--- config.mk ---
export PLATFORM = sky130hd
export DESIGN_NAME = spi_master_fifo
export DESIGN_NICKNAME = d
export VERILOG_FILES = /design/src/rtl/spi_master_fifo.sv
export SDC_FILE = /design/constraint.sdc
export NUM_CORES = 1
export LEC_CHECK = 0
export ABC_AREA = 0
export BUFFER_PORTS_ARGS = -buffer_cell sky130_fd_sc_hd__buf_4
export CORE_ASPECT_RATIO = 0.8
export CORE_UTILIZATION = 50
export CTS_BUF_LIST = sky130_fd_sc_hd__clkbuf_8
export DETAILED_ROUTE_END_ITERATION = 8
export PLACE_DENSITY_LB_ADDON = 0.2
export SLEW_MARGIN = 20
export SYNTH_ARGS = -nofsm -noshare
export SYNTH_HDL_FRONTEND = slang
export SYNTH_SLANG_ARGS = --single-unit
--- constraint.sdc ---
create_clock -name clk -period 6.8 [get_ports clk]
set_input_delay 0.68 -clock clk [delete_from_list [all_inputs] [get_ports clk]]
set_output_delay 0.68 -clock clk [all_outputs]
set_load 0.05 [all_outputs]
--- src/rtl/spi_master_fifo.sv ---
// SPI mode-0 master with TX/RX first-word fall-through FIFOs.
// Optional: SPI_MASTER_LSB_FIRST_EN selects LSB-first shifting.
module spi_master_fifo #(
  parameter int TRANSFER_WIDTH = 8,
  parameter int TX_FIFO_DEPTH  = 16,
  parameter int RX_FIFO_DEPTH  = 16,
  parameter int CLK_DIV        = 2
) (
  input  logic                             clk,
  input  logic                             rst_n,
  output logic                             spi_sclk,
  output logic                             spi_mosi,
  input  logic                             spi_miso,
  output logic                             spi_cs_n,
  input  logic [TRANSFER_WIDTH-1:0]        tx_fifo_data,
  input  logic                             tx_fifo_valid,
  output logic                             tx_fifo_ready,
  output logic [$clog2(TX_FIFO_DEPTH):0]   tx_fifo_count,
  output logic [TRANSFER_WIDTH-1:0]        rx_fifo_data,
  output logic                             rx_fifo_valid,
  input  logic                             rx_fifo_ready,
  output logic [$clog2(RX_FIFO_DEPTH):0]   rx_fifo_count,
  output logic                             busy
);

  localparam int W   = TRANSFER_WIDTH;
  localparam int TAW = $clog2(TX_FIFO_DEPTH);
  localparam int RAW = $clog2(RX_FIFO_DEPTH);
  localparam int BW  = $clog2(W);
  localparam int DW  = $clog2(CLK_DIV + 1);

  localparam logic [TAW:0]  TX_FULL  = (TAW+1)'(TX_FIFO_DEPTH);
  localparam logic [RAW:0]  RX_FULL  = (RAW+1)'(RX_FIFO_DEPTH);
  localparam logic [RAW:0]  RX_LAST  = (RAW+1)'(RX_FIFO_DEPTH - 1);
  localparam logic [BW-1:0] BIT_LAST = BW'(W - 1);
  localparam logic [DW-1:0] DIV_LAST = DW'(CLK_DIV - 1);

  localparam logic [1:0] ST_IDLE  = 2'd0;
  localparam logic [1:0] ST_SETUP = 2'd1;
  localparam logic [1:0] ST_HIGH  = 2'd2;
  localparam logic [1:0] ST_LOW   = 2'd3;

  logic [W-1:0]   tx_mem [TX_FIFO_DEPTH];
  logic [TAW-1:0] tx_wr;
  logic [TAW-1:0] tx_rd;
  logic [TAW:0]   tx_cnt;
  logic [W-1:0]   tx_head;
  logic           tx_push;
  logic           tx_pop;

  logic [W-1:0]   rx_mem [RX_FIFO_DEPTH];
  logic [RAW-1:0] rx_wr;
  logic [RAW-1:0] rx_rd;
  logic [RAW:0]   rx_cnt;
  logic           rx_push;
  logic           rx_pop;

  logic [1:0]     state;
  logic [DW-1:0]  div_cnt;
  logic [BW-1:0]  bit_cnt;
  logic [W-1:0]   tx_sh;
  logic [W-1:0]   rx_sh;

  logic           phase_end;
  logic           last_bit;
  logic           start_ok;
  logic           cont_ok;
  logic           head_bit;
  logic [W-1:0]   tx_next;
  logic           next_bit;
  logic [W-1:0]   rx_next;

  assign tx_head       = tx_mem[tx_rd];
  assign tx_fifo_ready = tx_cnt != TX_FULL;
  assign tx_fifo_count = tx_cnt;
  assign tx_push       = tx_fifo_valid && tx_fifo_ready;

  assign rx_fifo_data  = rx_mem[rx_rd];
  assign rx_fifo_valid = rx_cnt != '0;
  assign rx_fifo_count = rx_cnt;
  assign rx_pop        = rx_fifo_valid && rx_fifo_ready;

  assign busy      = state != ST_IDLE;
  assign phase_end = div_cnt == DIV_LAST;
  assign last_bit  = bit_cnt == BIT_LAST;

  // A new word may start only when its result is sure to fit in RX.
  assign start_ok = (tx_cnt != '0) && (rx_cnt != RX_FULL);
  // At word end the RX push is still pending, so one more slot is needed.
  assign cont_ok  = (tx_cnt != '0) && (rx_pop || (rx_cnt < RX_LAST));

  assign rx_push = (state == ST_LOW) && phase_end && last_bit;
  assign tx_pop  = ((state == ST_IDLE) && start_ok) ||
                   (rx_push && cont_ok);

`ifdef SPI_MASTER_LSB_FIRST_EN
  assign head_bit = tx_head[0];
  assign tx_next  = {1'b0, tx_sh[W-1:1]};
  assign next_bit = tx_sh[1];
  assign rx_next  = {spi_miso, rx_sh[W-1:1]};
`else
  assign head_bit = tx_head[W-1];
  assign tx_next  = {tx_sh[W-2:0], 1'b0};
  assign next_bit = tx_sh[W-2];
  assign rx_next  = {rx_sh[W-2:0], spi_miso};
`endif

  // TX FIFO storage
  always_ff @(posedge clk) begin
    if (tx_push) tx_mem[tx_wr] <= tx_fifo_data;
  end

  // TX FIFO pointers and occupancy
  always_ff @(posedge clk) begin
    if (!rst_n) begin
      tx_wr  <= '0;
      tx_rd  <= '0;
      tx_cnt <= '0;
    end else begin
      if (tx_push) tx_wr <= tx_wr + 1'b1;
      if (tx_pop)  tx_rd <= tx_rd + 1'b1;
      if (tx_push && !tx_pop)      tx_cnt <= tx_cnt + 1'b1;
      else if (!tx_push && tx_pop) tx_cnt <= tx_cnt - 1'b1;
    end
  end

  // RX FIFO storage
  always_ff @(posedge clk) begin
    if (rx_push) rx_mem[rx_wr] <= rx_sh;
  end

  // RX FIFO pointers and occupancy
  always_ff @(posedge clk) begin
    if (!rst_n) begin
      rx_wr  <= '0;
      rx_rd  <= '0;
      rx_cnt <= '0;
    end else begin
      if (rx_push) rx_wr <= rx_wr + 1'b1;
      if (rx_pop)  rx_rd <= rx_rd + 1'b1;
      if (rx_push && !rx_pop)      rx_cnt <= rx_cnt + 1'b1;
      else if (!rx_push && rx_pop) rx_cnt <= rx_cnt - 1'b1;
    end
  end

  // Transfer sequencer: SETUP, then HIGH/LOW per bit
  always_ff @(posedge clk) begin
    if (!rst_n) begin
      state    <= ST_IDLE;
      div_cnt  <= '0;
      bit_cnt  <= '0;
      tx_sh    <= '0;
      rx_sh    <= '0;
      spi_cs_n <= 1'b1;
      spi_sclk <= 1'b0;
      spi_mosi <= 1'b0;
    end else begin
      unique case (state)
        ST_IDLE: begin
          if (start_ok) begin
            state    <= ST_SETUP;
            div_cnt  <= '0;
            bit_cnt  <= '0;
            tx_sh    <= tx_head;
            spi_mosi <= head_bit;
            spi_cs_n <= 1'b0;
          end
        end
        ST_SETUP: begin
          if (phase_end) begin
            state    <= ST_HIGH;
            div_cnt  <= '0;
            spi_sclk <= 1'b1;
            rx_sh    <= rx_next;
          end else begin
            div_cnt <= div_cnt + 1'b1;
          end
        end
        ST_HIGH: begin
          if (phase_end) begin
            state    <= ST_LOW;
            div_cnt  <= '0;
            spi_sclk <= 1'b0;
            if (!last_bit) begin
              tx_sh    <= tx_next;
              spi_mosi <= next_bit;
            end
          end else begin
            div_cnt <= div_cnt + 1'b1;
          end
        end
        ST_LOW: begin
          if (phase_end) begin
            div_cnt <= '0;
            if (last_bit) begin
              bit_cnt <= '0;
              if (cont_ok) begin
                state    <= ST_SETUP;
                tx_sh    <= tx_head;
                spi_mosi <= head_bit;
              end else begin
                state    <= ST_IDLE;
                spi_cs_n <= 1'b1;
                spi_mosi <= 1'b0;
              end
            end else begin
              state    <= ST_HIGH;
              bit_cnt  <= bit_cnt + 1'b1;
              spi_sclk <= 1'b1;
              rx_sh    <= rx_next;
            end
          end else begin
            div_cnt <= div_cnt + 1'b1;
          end
        end
        default: state <= ST_IDLE;
      endcase
    end
  end

endmodule

==> impl_metrics.tcl <==
set metrics [dict create \
    status "finished, violations left" \
    violations "DRC" \
    post-route-period-util_pct 50.5 \
    slowest_stage "a21oi_1" \
    p_seq_share_pct 45.7 \
    routed_wl_um 25700 \
    final_core_util_pct 57.4 \
    critical_path_class "reg -> reg" \
    start_util_pct 51.5 \
    combPwrFrac_pct 25.5 \
    nets 827 \
    die-area_mm2 0.0259 \
    antenna_cells 0 \
    place.gp.congestion 0.835 \
    vias 6651 \
    leakagePower_uw 0.00474 \
    cts_tree "yes" \
    synth_area_mm2 0.0126 \
    fp.dieH_um 144 \
    setup-violations-final 0 \
    drt_iter0_drc 578 \
    cp_num_cells 14 \
    clock_latency_ps 560 \
    numCtsBuffers 47 \
    cts_sinks 315 \
    h-tree-depth 2 \
    antenna_found_initial 0 \
    cts_setup_buffers 0 \
    clkPwrFrac_pct 28.7 \
    rsz0062_at_grt "false" \
    overflow 0 \
    worstHoldPathType "in -> reg" \
    grt_pass1_wl_um 39000 \
    cts_max_path_buffers 3 \
    p_per_area_mw_per_mm2 349 \
    portBuffers 36 \
    layout-drive-gt1-share_pct 22.3 \
    crit_arrival_ps 3910 \
    skew_ps 20.8 \
    slew_headroom_pct 31.9 \
    drv_slew 0 \
    die_width_um 180 \
    avgSynthCellArea_um2 17.2 \
    critical_path.top_delay_family "compound AO/OA/AOI/OAI gates" \
    internal_power_uw 3420 \
    power_uw 4920 \
    startpoint_type "flop" \
    tns_ps 0 \
    wire_per_inst_um 22.4 \
    grt_usage_pct 20.2 \
    post-route-min-period_ps 3440 \
    synth_cells 735 \
    ys_seq_area_share_pct 70.1 \
    cp.required_ps 7280 \
    crit_chain "ha_1, ha_1, and2_1, o2111ai_1, a21oi_1, inv_1, ha_1, inv_1, ha_1, a21o_1, a21oi_1, xnor2_1, or3_1, a21boi_0" \
    switching_share_pct 30.6 \
    grt_start_max_net_pins 61 \
    post-dp-hpwl_um 16500 \
    post_cts_resized 0 \
    post_synth_num_cell_types 49 \
    async_flop_share_pct 0 \
    worst_pin_slew_ps 1020 \
    root_buffer "clkbuf_8" \
    ys_ff_latch 315 \
    reg2reg_depth 14 \
    yosys_warnings 0 \
    drv_cap 0 \
    crit_path_end_kind "flop" \
    regToRegSetupSlack_ps 3360 \
    crit_path_frequent_cell "ha_1" \
    synth_edf_count 256 \
    drtPass1Iterations 7 \
    r2r_end "tx_fifo_count[4]" \
    clk_pin_slew_ps 60 \
    holdPathStages 3 \
    endpoint "tx_fifo_count[4]" \
    ant_nets 0 \
    synthFlopType "edfxtp_1" \
    vdd.ir_drop.worst_v 0.000173 \
    critPathMaxFanout 6 \
    syn_nets 770 \
    crit_buf_inv 2 \
    critPathLaunch "bit_cnt[0]" \
    core_mm2 0.0246 \
    slowest_delay_ps 540 \
    whs_ps 415 \
    rr_startpoint "bit_cnt[0]" \
    row_count 51 \
    fmax_ghz 0.291 \
    drc 5 \
    ioPinCount 37 \
    final_hold_viol_count 0 \
    grt_pass1_vias 6691 \
    area_growth_syn_to_layout_pct 11.6 \
    via_per_inst 5.80 \
    cts_hold_buf 0 \
    switchingPower_uw 1510 \
]
-- layout by cell type (no fill, tap or decap), types with 5 or more instances in the layout --
cell | synthesis | final
a21boi_0 | 5 | 5
a21oi_1 | 14 | 14
and2_1 | 26 | 26
buf_4 | 3 | 48
clkbuf_8 | 0 | 50
clkinv_1 | 0 | 10
dfxtp_1 | 59 | 57
edfxtp_1 | 256 | 256
ha_1 | 20 | 20
inv_1 | 12 | 32
mux2i_1 | 25 | 25
mux4_2 | 68 | 68
nand2_1 | 38 | 38
nand2b_1 | 5 | 5
nand3_1 | 16 | 16
nand4_1 | 7 | 7
nor2_1 | 35 | 35
nor2b_1 | 20 | 20
nor3_1 | 10 | 10
o2111ai_1 | 6 | 6
o21ai_0 | 11 | 11
o221ai_1 | 5 | 5
xnor2_1 | 15 | 15
xor2_1 | 6 | 6
-- cell usage after synthesis (5+ instances only) --
cell / instances / area (µm²)
edfxtp_1: 256 / 7690
mux4_2: 68 / 1530
dfxtp_1: 59 / 1180
nand2_1: 38 / 143
nor2_1: 35 / 131
clkbuf_1: 28 / 105
and2_1: 26 / 163
mux2i_1: 25 / 250
ha_1: 20 / 250
nor2b_1: 20 / 125
nand3_1: 16 / 80.1
xnor2_1: 15 / 131
a21oi_1: 14 / 70.1
inv_1: 12 / 45.0
o21ai_0: 11 / 55.1
nor3_1: 10 / 50.1
nand4_1: 7 / 43.8
buf_2: 6 / 30.0
o2111ai_1: 6 / 52.6
xor2_1: 6 / 52.6
a21boi_0: 5 / 37.5
nand2b_1: 5 / 31.3
o221ai_1: 5 / 43.8
-- per-stage QoR --
stage / cell area, µm² / worst slack [ps] / std cells
2_1_floorplan: 12600 / 3230 / 735
3_3_place_gp: 13200 / 3630 / 1061
3_5_place_dp: 13200 / 3430 / 1061
4_1_cts: 14100 / 3300 / 1147
5_1_grt: 14100 / 3100 / 1147
6_report: 14100 / 3360 / 1147
-- power by group through the flow --
| stage | clock, µW | sequential, µW | combinational, µW |
|---|---|---|---|
| 6_report | 1420 | 2250 | 1260 |
| 5_1_grt | 1530 | 2270 | 1350 |
| 4_1_cts | 1460 | 2250 | 1260 |
| 3_5_place_dp | 0 | 2290 | 1250 |
| 3_3_place_gp | 0 | 2280 | 1220 |
| 2_1_floorplan | 0 | 2350 | 871 |
-- tightest hold or removal path, stage by stage --
cell and delay, ps:
buf_4 90, mux2i_1 50, nor2b_1 100
-- how the worst min path moves through the flow --
stage,start,end
3_3_place_gp,tx_sh[4],tx_sh[4]
3_5_place_dp,tx_sh[0],tx_sh[0]
2_1_floorplan,tx_sh[0],tx_sh[0]
5_1_grt,spi_miso,rx_sh[0]
4_1_cts,spi_miso,rx_sh[0]
6_report,spi_miso,rx_sh[0]
-- final cells by class --
cell class | instances | area (µm²)
Clock buffer | 50 | 688
Clock inverter | 36 | 183
Fill cell | 1828 | 10500
Inverter | 13 | 48.8
Multi-Input combinational cell | 367 | 3560
Sequential cell | 315 | 8870
Tap cell | 318 | 398
Timing Repair Buffer | 48 | 360
-- cells by family after synthesis --
kind of cell    Yosys count  synth area share, %
buf+inv                  53                 1.72
fa+ha+maj                22                 2.29
compound gates           58                 3.21
simple gates            170                 6.86
mux                      96                 14.4
flops                   315                 70.1
xor+xnor                 21                 1.45
-- flip-flops by register name (all words and copies together) (netlist names), 5 cells and up, named ones only --
register	cells
tx_mem	128
rx_fifo_count	5
tx_sh	7
rx_mem	128
rx_sh	8
tx_fifo_count	5
-- metal layers --
| metal | up-vias | global-route usage [%] | wire [µm] |
|---|---|---|---|
| li1 | 2975 | - | - |
| met1 | 3424 | 30.3 | 12000 |
| met2 | 219 | 30.6 | 11600 |
| met3 | 33 | 3.42 | 1730 |
| met4 | 0 | 5.54 | 368 |
| met5 | - | 0 | 0 |
No activity file was read; power rests on OpenSTA's default activity.
